[src/rtl/regfile_sb_pkg.sv]
// Shared constants and types for the decode-stage register file and its scoreboard.
package regfile_sb_pkg;

  localparam int DEF_WIDTH  = 8;
  localparam int DEF_ADDR_W = 4;
  localparam int REG_ZERO   = 0;

  typedef struct packed {
    logic haz1;
    logic haz2;
    logic waw;
  } hazard_t;

endpackage

[src/rtl/reg_scoreboard.sv]
// Per-register busy tracking: issue reserves a destination, writeback releases it.
module reg_scoreboard
  import regfile_sb_pkg::*;
#(
  parameter int ADDR_W = DEF_ADDR_W,
  parameter int BYPASS = 1
) (
  input  logic              clk,
  input  logic              reset,
  input  logic              we3,
  input  logic [ADDR_W-1:0] wa3,
  input  logic [ADDR_W-1:0] ra1,
  input  logic [ADDR_W-1:0] ra2,
  input  logic              iss_we,
  input  logic [ADDR_W-1:0] iss_wa,
  output hazard_t           haz
);

  localparam int NREGS = 2**ADDR_W;
  localparam logic [ADDR_W-1:0] ZERO = ADDR_W'(REG_ZERO);

  logic [NREGS-1:0] busy;
  logic [NREGS-1:0] busy_nxt;
  logic             fwd1;
  logic             fwd2;

  // Set is applied after clear so a new producer wins over the retiring one.
  always_comb begin
    busy_nxt = busy;
    if (we3)
      busy_nxt[wa3] = 1'b0;
    if (iss_we && (iss_wa != ZERO))
      busy_nxt[iss_wa] = 1'b1;
    busy_nxt[ZERO] = 1'b0;
  end

  always_ff @(posedge clk or posedge reset) begin
    if (reset)
      busy <= '0;
    else
      busy <= busy_nxt;
  end

  assign fwd1 = (BYPASS != 0) && we3 && (wa3 == ra1);
  assign fwd2 = (BYPASS != 0) && we3 && (wa3 == ra2);

  assign haz.haz1 = busy[ra1] && !fwd1;
  assign haz.haz2 = busy[ra2] && !fwd2;
  assign haz.waw  = iss_we && (iss_wa != ZERO) && busy[iss_wa] &&
                    !(we3 && (wa3 == iss_wa));

endmodule

[src/rtl/regfile_sb.sv]
// Two-read/one-write register file with write-to-read bypass, optional registered
// read, and an integrated RAW/WAW scoreboard for the decode stage.
module regfile_sb
  import regfile_sb_pkg::*;
#(
  parameter int WIDTH     = DEF_WIDTH,
  parameter int ADDR_W    = DEF_ADDR_W,
  parameter int BYPASS    = 1,
  parameter int SYNC_READ = 0
) (
  input  logic              clk,
  input  logic              reset,
  input  logic              we3,
  input  logic [ADDR_W-1:0] wa3,
  input  logic [WIDTH-1:0]  wd3,
  input  logic [ADDR_W-1:0] ra1,
  input  logic [ADDR_W-1:0] ra2,
  output logic [WIDTH-1:0]  rd1,
  output logic [WIDTH-1:0]  rd2,
  input  logic              iss_we,
  input  logic [ADDR_W-1:0] iss_wa,
  output logic              haz1,
  output logic              haz2,
  output logic              waw
);

  localparam int NREGS = 2**ADDR_W;
  localparam logic [ADDR_W-1:0] ZERO = ADDR_W'(REG_ZERO);

  logic [WIDTH-1:0] regs [NREGS];
  logic [WIDTH-1:0] rd1_c;
  logic [WIDTH-1:0] rd2_c;
  hazard_t          hz;

  // Entry 0 is cleared by reset and never written, so it always reads zero.
  always_ff @(posedge clk or posedge reset) begin
    if (reset) begin
      for (int i = 0; i < NREGS; i++)
        regs[i] <= '0;
    end else if (we3 && (wa3 != ZERO)) begin
      regs[wa3] <= wd3;
    end
  end

  assign rd1_c = ((BYPASS != 0) && we3 && (wa3 == ra1) && (ra1 != ZERO)) ? wd3 : regs[ra1];
  assign rd2_c = ((BYPASS != 0) && we3 && (wa3 == ra2) && (ra2 != ZERO)) ? wd3 : regs[ra2];

  generate
    if (SYNC_READ != 0) begin : g_sync_read
      always_ff @(posedge clk or posedge reset) begin
        if (reset) begin
          rd1 <= '0;
          rd2 <= '0;
        end else begin
          rd1 <= rd1_c;
          rd2 <= rd2_c;
        end
      end
    end else begin : g_comb_read
      assign rd1 = rd1_c;
      assign rd2 = rd2_c;
    end
  endgenerate

  reg_scoreboard #(
    .ADDR_W (ADDR_W),
    .BYPASS (BYPASS)
  ) u_scoreboard (
    .clk    (clk),
    .reset  (reset),
    .we3    (we3),
    .wa3    (wa3),
    .ra1    (ra1),
    .ra2    (ra2),
    .iss_we (iss_we),
    .iss_wa (iss_wa),
    .haz    (hz)
  );

  assign haz1 = hz.haz1;
  assign haz2 = hz.haz2;
  assign waw  = hz.waw;

endmodule
[config.mk]
export PLATFORM = sky130hd
export DESIGN_NAME = regfile_sb
export DESIGN_NICKNAME = d
export VERILOG_FILES = /design/src/rtl/regfile_sb_pkg.sv /design/src/rtl/reg_scoreboard.sv /design/src/rtl/regfile_sb.sv
export SDC_FILE = /design/constraint.sdc
export NUM_CORES = 1
export LEC_CHECK = 0
export ABC_CLOCK_PERIOD_IN_PS = 5500
export CAP_MARGIN = 0
export CORE_UTILIZATION = 35
export DETAILED_ROUTE_END_ITERATION = 16
export PLACE_DENSITY_LB_ADDON = 0.25
export SLEW_MARGIN = 20
export SYNTH_ARGS = -nofsm -noshare
export SYNTH_HDL_FRONTEND = slang
export SYNTH_SLANG_ARGS = --single-unit
[constraint.sdc]
create_clock -name clk -period 5.5 [get_ports clk]
set_input_delay 0.825 -clock clk [delete_from_list [all_inputs] [get_ports clk]]
set_output_delay 0.825 -clock clk [all_outputs]
set_load 0.01 [all_outputs]
==> results.py, run 1 <==
metrics = {
    "timing": {
        "tightest_slew_ns": 1.10,
        "relSlewSlack_pct": 26.1,
        "setup_slack_ns": 0.672,
        "timing.setup.tns_ns": 0,
        "report.final.setup_viol": 0,
        "fmax_ghz": 0.207,
        "period_needed_ns": 4.83,
        "timing.final.crit_share_pct": 87.8,
        "whs_ns": 0.397,
        "rsz0062_at_grt": "no",
        "clock_skew_ns": 0,
        "hold_violations": 0,
        "finalMaxSlewViolations": 0,
    },
    "cts": {
        "cts.clk_slew.worst_paths_ns": 0.06,
        "post_cts_buffers": 0,
        "cts_hold_buf": 0,
        "cts_buffers": 17,
        "cts_sinks": 143,
        "clk_latency_ns": 0.42,
        "cts_buffer_depth": 2,
        "clockRootBuffer": "clkbuf_16",
        "cts_tree": "yes",
        "cts-htree-levels": 4,
        "ctsResizeCount": 0,
    },
    "detailed_routing": {
        "drcViolationCount": 0,
        "drt_first_iter_violations": 335,
        "ant_nets": 0,
        "firstDrtPassIters": 4,
        "vias": 5326,
        "viasPerCell": 5.75,
        "drt-wirelength-per-cell_um": 24.7,
        "postRouteWirelength_um": 22900,
    },
    "synth": {
        "ys_seq_area_share_pct": 43.3,
        "yosys_warnings": 0,
        "synth.distinct_cells": 43,
        "synth_area_per_cell_um2": 14.3,
        "synthCells": 578,
        "netlist_area_um2": 8260,
        "ys_seq_elements": 143,
        "synth_nets": 606,
    },
    "final_layout": {
        "nNetsFinal": 628,
        "area_growth_pct": 15.8,
        "drive_gt1_share_pct": 43.9,
        "final_util_pct": 41.7,
        "diodes": 0,
    },
    "critical_path": {
        "crit_arrival_ns": 4.00,
        "worst-path-max-fanout": 12,
        "reg2reg_slack_ns": 4.70,
        "crit_type": "input port to primary output",
        "crit_required_ns": 4.68,
        "crit_start": "ra2[3]",
        "start_kind": "input port",
        "crit_path_end_kind": "primary output",
        "r2r-start": "regs[33]",
    },
    "global_routing": {
        "grt_max_degree": 112,
        "grt_pass1_vias": 5603,
        "grt_usage_pct": 20.0,
        "gr-total-overflow": 0,
        "antenna_found_initial": 0,
        "grt_pass1_wl_um": 34900,
    },
    "hold_path": {
        "hold_path_startpoint": "regs[122]",
        "worstHoldPathType": "flop to flop",
    },
    "placement": {
        "gp_congestion": 0.881,
        "hpwl_um": 15000,
        "place_worst_setup_slack_ns": 0.704,
        "io_buffers": 46,
    },
    "pwr": {
        "p_leak_nw": 3.92,
        "irDropWorstVdd_mv": 0.229,
        "p_switching_mw": 0.972,
        "comb_power_share_pct": 24.2,
        "power.density_nw_per_um2": 376,
        "internal_power_mw": 2.62,
        "p_sw_share_pct": 27.0,
        "pwr-share-clk_pct": 35.1,
        "power.total_mw": 3.60,
        "pwr-share-seq_pct": 40.7,
    },
    "die": {
        "start_util_pct": 36.0,
        "die_w_um": 156,
        "ios": 47,
        "dieHeight_um": 156,
        "die_area_um2": 24200,
        "placementRows": 55,
        "core_area_um2": 22900,
    },
    "run_status": {
        "outcome": "finished clean",
    },
    "flow_run": {
        "max_cap_viol_count": 0,
    },
}
metrics by stage:
step	cell area, um2	instances
floorplan	8260	578
global route	9560	926
detailed placement	8910	894
finish	9560	926
CTS	9560	926
global placement	8910	894
final cells by class:
class                           instances  area (um2)
Fill cell                            2080       13400
Clock inverter                         13         214
Inverter                                7        33.8
Timing Repair Buffer                   60         553
Clock buffer                           19         433
Tap cell                              313         392
Multi-Input combinational cell        371        4360
Sequential cell                       143        3580
flip-flops by register name (all words and copies together), names as in the netlist:
signal,cells
regs,128
u_scoreboard.busy,15
worst paths after layout:
| path | to | cells after the start |
|---|---|---|
| min in group asynchronous | regs[90] | 2 |
| hold reg to reg | regs[122] | 0 |
| setup / recovery | rd2[6] | 5 |
| max in group asynchronous | u_scoreboard.busy[14] | 3 |
| setup reg to reg | regs[33] | 1 |
| hold / removal | regs[122] | 0 |
worst max-delay path, stage by stage:
cell	delay, ns
clkdlybuf4s50_1	0.90
or3_1	0.58
a21boi_2	0.74
mux2_2	0.46
clkdlybuf4s50_1	0.49
cell usage after synthesis, drive strengths merged:
cell | count | area share (%)
clkinv | 1 | 0.045
o22ai | 8 | 0.61
mux2i | 52 | 6.3
o21a | 1 | 0.091
or3 | 4 | 0.30
and2b | 1 | 0.11
o21ai | 19 | 1.2
a21o | 2 | 0.18
a21boi | 1 | 0.14
nand4 | 1 | 0.076
nor3 | 2 | 0.12
and3 | 2 | 0.15
xnor2 | 7 | 0.74
buf | 34 | 2.5
nand2b | 3 | 0.23
dfrtp | 143 | 43
nor2b | 10 | 0.76
nor3b | 2 | 0.18
a21oi | 1 | 0.061
a22o | 3 | 0.33
nand3b | 2 | 0.23
a211oi | 1 | 0.091
mux4 | 67 | 18
xor2 | 3 | 0.32
inv | 6 | 0.27
o31ai | 1 | 0.091
or4 | 1 | 0.11
nand3 | 6 | 0.48
mux2 | 138 | 19
clkbuf | 23 | 1.0
nand2 | 8 | 0.36
a221o | 8 | 0.97
a32o | 4 | 0.48
nor2 | 11 | 0.74
and4 | 2 | 0.21
cell families after synthesis:
family	count (synthesis)	synth area share (%)
muxes	257	43.5
DFF	143	43.3
buffers and inverters	64	3.85
and+or+nand+nor	55	4.06
AOI/OAI and AO/OA	49	4.20
xor gates and xnor gates	10	1.06
power by group through the flow:
stage | registers, mW | logic (mW) | clock network (mW)
final | 1.46 | 0.871 | 1.26
after global routing | 1.49 | 0.935 | 1.34
after CTS | 1.46 | 0.878 | 1.29
after detailed placement | 1.48 | 0.873 | 0
after global placement | 1.46 | 0.859 | 0
after floorplan | 1.41 | 0.647 | 0
routing by layer:
metal / part of all wire, % / GRT usage (%) / up-vias
met1: 46 / 27.9 / 2824
met4: 2.3 / 6.68 / 0
met2: 47 / 31.5 / 193
li1: - / - / 2271
met5: 0 / 0 / -
met3: 4.7 / 3.36 / 38
placed cells by master, fill, tap and decap left out, drive strengths merged, types with 3 or more instances in the layout:
| master | Yosys | routed |
|---|---|---|
| a221o | 8 | 8 |
| a22o | 3 | 3 |
| a32o | 4 | 4 |
| buf | 34 | 19 |
| bufinv | 0 | 5 |
| clkbuf | 23 | 19 |
| clkdlybuf4s50 | 0 | 41 |
| clkinv | 1 | 7 |
| dfrtp | 143 | 143 |
| inv | 6 | 6 |
| mux2 | 138 | 138 |
| mux2i | 52 | 52 |
| mux4 | 67 | 67 |
| nand2 | 8 | 8 |
| nand2b | 3 | 3 |
| nand3 | 6 | 6 |
| nor2 | 11 | 11 |
| nor2b | 10 | 10 |
| o21ai | 19 | 19 |
| o22ai | 8 | 8 |
| or3 | 4 | 4 |
| xnor2 | 7 | 7 |
| xor2 | 3 | 3 |
(Power assumes the default switching activity.)
==> run 2, diff against run 1 <==
--- a/config.mk
+++ b/config.mk
@@ -5,7 +5,7 @@
 export SDC_FILE = /design/constraint.sdc
 export NUM_CORES = 1
 export LEC_CHECK = 0
-export ABC_CLOCK_PERIOD_IN_PS = 5500
+export ABC_CLOCK_PERIOD_IN_PS = 5600
 export CAP_MARGIN = 0
 export CORE_UTILIZATION = 35
 export DETAILED_ROUTE_END_ITERATION = 16
==> constraint.sdc (replaced) <==
create_clock -name clk -period 5.6 [get_ports clk]
set_input_delay 0.84 -clock clk [delete_from_list [all_inputs] [get_ports clk]]
set_output_delay 0.84 -clock clk [all_outputs]
set_load 0.01 [all_outputs]
==> results.py, run 2 (synthesis gave the netlist of run 1 again) <==
metrics = {
    "cts": {
        "cts_buffers": 17,
        "cts_buffer_depth": 2,
        "cts_hold_buf": 0,
        "cts_sinks": 143,
        "cts_tree": "yes",
        "ctsResizeCount": 0,
        "cts-htree-levels": 4,
        "clk_latency_ns": 0.41,
        "cts.clk_slew.worst_paths_ns": 0.06,
        "post_cts_buffers": 0,
        "clockRootBuffer": "clkbuf_16",
    },
    "global_routing": {
        "grt_usage_pct": 19.8,
        "antenna_found_initial": 1,
        "grt_pass1_vias": 5640,
        "grt_pass1_wl_um": 35000,
        "gr-total-overflow": 0,
        "grt_max_degree": 107,
    },
    "placement": {
        "placed_area_um2": 8890,
        "place_worst_setup_slack_ns": 1.17,
        "dp_cells": 892,
        "gp_congestion": 0.859,
        "hpwl_um": 14900,
        "io_buffers": 46,
    },
    "pwr": {
        "p_switching_mw": 0.947,
        "comb_power_share_pct": 24.5,
        "irDropWorstVdd_mv": 0.212,
        "internal_power_mw": 2.53,
        "p_sw_share_pct": 27.2,
        "power.density_nw_per_um2": 367,
        "pwr-share-clk_pct": 34.1,
        "p_leak_nw": 3.91,
        "pwr-share-seq_pct": 41.4,
    },
    "run_status": {
        "outcome": "finished clean",
    },
    "timing": {
        "setup_slack_ns": 1.13,
        "tightest_slew_ns": 0.992,
        "timing.setup.tns_ns": 0,
        "report.final.setup_viol": 0,
        "rsz0062_at_grt": "no",
        "period_needed_ns": 4.47,
        "finalMaxSlewViolations": 0,
        "relSlewSlack_pct": 33.8,
        "hold_violations": 0,
        "clock_skew_ns": 0,
        "fmax_ghz": 0.224,
        "timing.final.crit_share_pct": 79.8,
    },
    "critical_path": {
        "reg2reg_slack_ns": 4.80,
        "r2r-start": "regs[10]",
        "crit_arrival_ns": 3.63,
        "crit_path_end_kind": "primary output",
        "r2r.worst_path.cells": 1,
        "worst-path-max-fanout": 12,
        "timing.rr.end": "regs[10]",
        "crit_type": "input port to primary output",
        "start_kind": "input port",
        "crit_required_ns": 4.76,
    },
    "final_layout": {
        "fill_cells": 2112,
        "nNetsFinal": 626,
        "final_util_pct": 41.5,
        "drive_gt1_share_pct": 43.9,
        "area_growth_pct": 15.0,
        "reg_top3": "regs: 128 flops, u_scoreboard.busy: 15 flops",
        "layout_commonest_cell": "dfrtp_1",
        "regMostFlops": "regs",
        "diodes": 0,
        "fin_cells": 924,
        "final_cell_mix": "143 x dfrtp_1, 137 x mux2_2, 66 x mux4_2",
        "largest_register_ffs": 128,
        "finalInstanceArea_um2": 9500,
    },
    "die": {
        "core_area_um2": 22900,
        "die_w_um": 156,
        "dieHeight_um": 156,
        "die_area_um2": 24200,
        "ios": 47,
        "start_util_pct": 36.0,
        "placementRows": 55,
    },
    "detailed_routing": {
        "firstDrtPassIters": 4,
        "drt-wirelength-per-cell_um": 24.6,
        "viasPerCell": 5.77,
        "drcViolationCount": 0,
        "postRouteWirelength_um": 22700,
        "ant_nets": 0,
        "drt_first_iter_violations": 297,
        "vias": 5331,
    },
    "hold_path": {
        "hold_path_startpoint": "regs[123]",
        "worstHoldPathType": "flop to flop",
        "worstHoldEndpoint": "regs[123]",
        "hold-path-cell-count": 0,
    },
    "flow_run": {
        "max_cap_viol_count": 0,
    },
}
[run 2: power groups by stage]
| stage | Clock, mW | Sequential, mW | Combinational, mW |
|---|---|---|---|
| after floorplan | 0 | 1.39 | 0.636 |
| after global placement | 0 | 1.43 | 0.843 |
| after detailed placement | 0 | 1.45 | 0.857 |
| after CTS | 1.21 | 1.43 | 0.862 |
| after global routing | 1.25 | 1.47 | 0.918 |
| final | 1.19 | 1.44 | 0.854 |
[run 2: how the worst max path moves through the flow]
stage | endpoint | start | slack [ns] | cells after the start
after floorplan | regs[0] | reset | 0.92 | 1
after global placement | rd2[0] | ra2[3] | 1.20 | 5
after detailed placement | rd2[6] | ra2[3] | 1.17 | 5
after CTS | rd2[2] | ra2[3] | 1.15 | 5
after global routing | rd2[2] | ra2[3] | 1.06 | 5
final | rd2[6] | ra2[3] | 1.13 | 5
[run 2: metal layers]
metal	vias to the layer above	GRT usage (%)	share of wire, %
li1	2262	-	-
met1	2847	27.2	46
met3	26	4.39	5.8
met5	-	0	0.070
met2	194	30.8	47
met4	2	6.91	1.8
[run 2: worst max-delay path, stage by stage]
cell,delay [ns]
clkdlybuf4s50_1,0.78
or3_1,0.52
a21boi_2,0.58
mux2_2,0.42
clkdlybuf4s50_1,0.48
[run 2: stage by stage]
step	hold slack (ns)	power [mW]
after CTS	0.399	3.50
after detailed placement	0.386	2.31
after global placement	0.376	2.27
after global routing	0.416	3.64
after floorplan	0.441	2.02
final	0.401	3.48
[run 2: area by class of cell]
| type | count | area (um2) | area share (%) |
|---|---|---|---|
| Timing Repair Buffer | 58 | 526 | 5.53 |
| Tap cell | 313 | 392 | 4.12 |
| Inverter | 7 | 31.3 | 0.329 |
| Clock inverter | 13 | 169 | 1.78 |
| Clock buffer | 19 | 443 | 4.66 |
| Sequential cell | 143 | 3580 | 37.7 |
| Multi-Input combinational cell | 371 | 4360 | 45.9 |
==> run 3, diff against run 2 <==
--- a/config.mk
+++ b/config.mk
@@ -5,7 +5,7 @@
 export SDC_FILE = /design/constraint.sdc
 export NUM_CORES = 1
 export LEC_CHECK = 0
-export ABC_CLOCK_PERIOD_IN_PS = 5600
+export ABC_CLOCK_PERIOD_IN_PS = 4600
 export CAP_MARGIN = 0
 export CORE_UTILIZATION = 35
 export DETAILED_ROUTE_END_ITERATION = 16
==> constraint.sdc (replaced) <==
create_clock -name clk -period 4.6 [get_ports clk]
set_input_delay 0.69 -clock clk [delete_from_list [all_inputs] [get_ports clk]]
set_output_delay 0.69 -clock clk [all_outputs]
set_load 0.01 [all_outputs]
==> results.py, run 3 (synthesis gave the netlist of run 1 again) <==
metrics = {
    "die": {
        "dieHeight_um": 156,
        "start_util_pct": 36.0,
        "die_w_um": 156,
        "placementRows": 55,
        "die_area_um2": 24200,
        "ios": 47,
        "core_area_um2": 22900,
    },
    "cts": {
        "cts-htree-levels": 4,
        "cts.clk_slew.worst_paths_ns": 0.06,
        "cts_hold_buf": 0,
        "cts_sinks": 143,
        "post_cts_buffers": 0,
        "cts_tree": "yes",
        "cts_buffers": 17,
        "clockRootBuffer": "clkbuf_16",
        "ctsResizeCount": 0,
        "clk_latency_ns": 0.42,
        "cts_buffer_depth": 2,
    },
    "detailed_routing": {
        "vias": 5336,
        "drt-wirelength-per-cell_um": 24.2,
        "viasPerCell": 5.73,
        "postRouteWirelength_um": 22600,
        "drcViolationCount": 0,
        "firstDrtPassIters": 4,
        "drt_first_iter_violations": 449,
        "ant_nets": 0,
    },
    "pwr": {
        "irDropWorstVdd_mv": 0.281,
        "pwr-share-clk_pct": 34.2,
        "power.density_nw_per_um2": 444,
        "power.total_mw": 4.25,
        "pwr-share-seq_pct": 41.3,
        "comb_power_share_pct": 24.5,
        "internal_power_mw": 3.05,
        "p_leak_nw": 3.94,
        "p_switching_mw": 1.20,
        "p_sw_share_pct": 28.2,
    },
    "global_routing": {
        "gr-total-overflow": 0,
        "antenna_found_initial": 0,
        "grt_max_degree": 113,
        "grt_usage_pct": 20.0,
        "grt_pass1_wl_um": 35300,
        "grt_pass1_vias": 5656,
    },
    "critical_path": {
        "crit_path_end_kind": "primary output",
        "crit_type": "input port to primary output",
        "start_kind": "input port",
        "worst-path-max-fanout": 8,
        "crit_arrival_ns": 3.33,
        "crit_required_ns": 3.91,
    },
    "final_layout": {
        "largest_register_ffs": 128,
        "regMostFlops": "regs",
        "final_cell_mix": "143 x dfrtp_1, 137 x mux2_2, 66 x mux4_2",
        "area_growth_pct": 16.1,
        "diodes": 0,
        "finalInstanceArea_um2": 9580,
        "reg_top3": "regs: 128 flops, u_scoreboard.busy: 15 flops",
        "drive_gt1_share_pct": 44.7,
        "nNetsFinal": 634,
        "fill_cells": 2089,
        "layout_commonest_cell": "dfrtp_1",
    },
    "flow_run": {
        "max_cap_viol_count": 0,
    },
    "hold_path": {
        "worstHoldPathType": "flop to flop",
    },
    "timing": {
        "rsz0062_at_grt": "no",
        "hold_violations": 0,
        "clock_skew_ns": 0,
        "period_needed_ns": 4.02,
        "timing.setup.tns_ns": 0,
        "fmax_ghz": 0.249,
        "tightest_slew_ns": 1.02,
        "finalMaxSlewViolations": 0,
        "timing.final.crit_share_pct": 87.5,
        "relSlewSlack_pct": 32.0,
        "report.final.setup_viol": 0,
    },
    "placement": {
        "placed_area_um2": 8960,
        "gp_congestion": 0.843,
        "hpwl_um": 15300,
        "io_buffers": 46,
    },
    "run_status": {
        "outcome": "finished clean",
    },
}
run 3: cell count changes in the layout (fill, tap and decap cells not counted), sizes merged:
| cell | previous run | this run |
|---|---|---|
| buf | 17 | 25 |
| bufinv | 4 | 3 |
| clkbuf | 19 | 18 |
| clkinv | 10 | 4 |
| clkinvlp | 0 | 3 |
| inv | 6 | 11 |
run 3: per-layer routing:
metal	part of all wire, %	vias to the layer above	track usage (%)
met5	0	-	0
met2	47	188	30.9
met1	46	2839	28.3
met3	4.8	34	3.14
met4	2.1	0	7.70
li1	-	2275	-
run 3: critical path: stages:
cell and delay (ns):
clkdlybuf4s50_1 0.61, buf_4 0.28, nor2_1 0.62, a221o_1 0.27, o22ai_1 0.06, mux2_2 0.30
clkdlybuf4s50_1 0.49
run 3: cell type report:
| type | count | area [um2] | share of cell area (%) |
|---|---|---|---|
| Multi-Input combinational cell | 371 | 4360 | 45.5 |
| Sequential cell | 143 | 3580 | 37.3 |
| Timing Repair Buffer | 66 | 598 | 6.24 |
| Clock buffer | 18 | 439 | 4.58 |
| Tap cell | 313 | 392 | 4.09 |
| Clock inverter | 14 | 181 | 1.89 |
| Inverter | 7 | 33.8 | 0.353 |
run 3: per-stage QoR:
stage	setup WS (ns)	util [%]	cells	hold slack (ns)
floorplan	0.0721	-	578	0.441
global placement	0.631	39.1	900	0.377
detailed placement	0.603	39.1	900	0.383
CTS	0.592	41.8	932	0.398
global route	0.441	41.8	932	0.410
finish	0.576	41.8	932	0.396
run 3: worst paths after layout:
kind                                 startpoint                    to  slack, ns  cells after the start
setup / recovery                         ra1[0]                rd1[6]       0.58                      7
hold reg to reg                       regs[123]             regs[123]       0.40                      0
hold / removal                        regs[123]             regs[123]       0.40                      0
min in group asynchronous                 reset             regs[106]       0.81                      2
setup reg to reg           u_scoreboard.busy[5]  u_scoreboard.busy[5]       3.80                      2
max in group asynchronous                 reset              regs[85]       3.00                      3
run 3: power groups by stage:
stage	combinational (mW)	sequential [mW]	clock [mW]
final	1.04	1.76	1.46
after floorplan	0.774	1.69	0
after global routing	1.12	1.79	1.54
after global placement	1.03	1.75	0
after CTS	1.05	1.75	1.48
after detailed placement	1.05	1.77	0
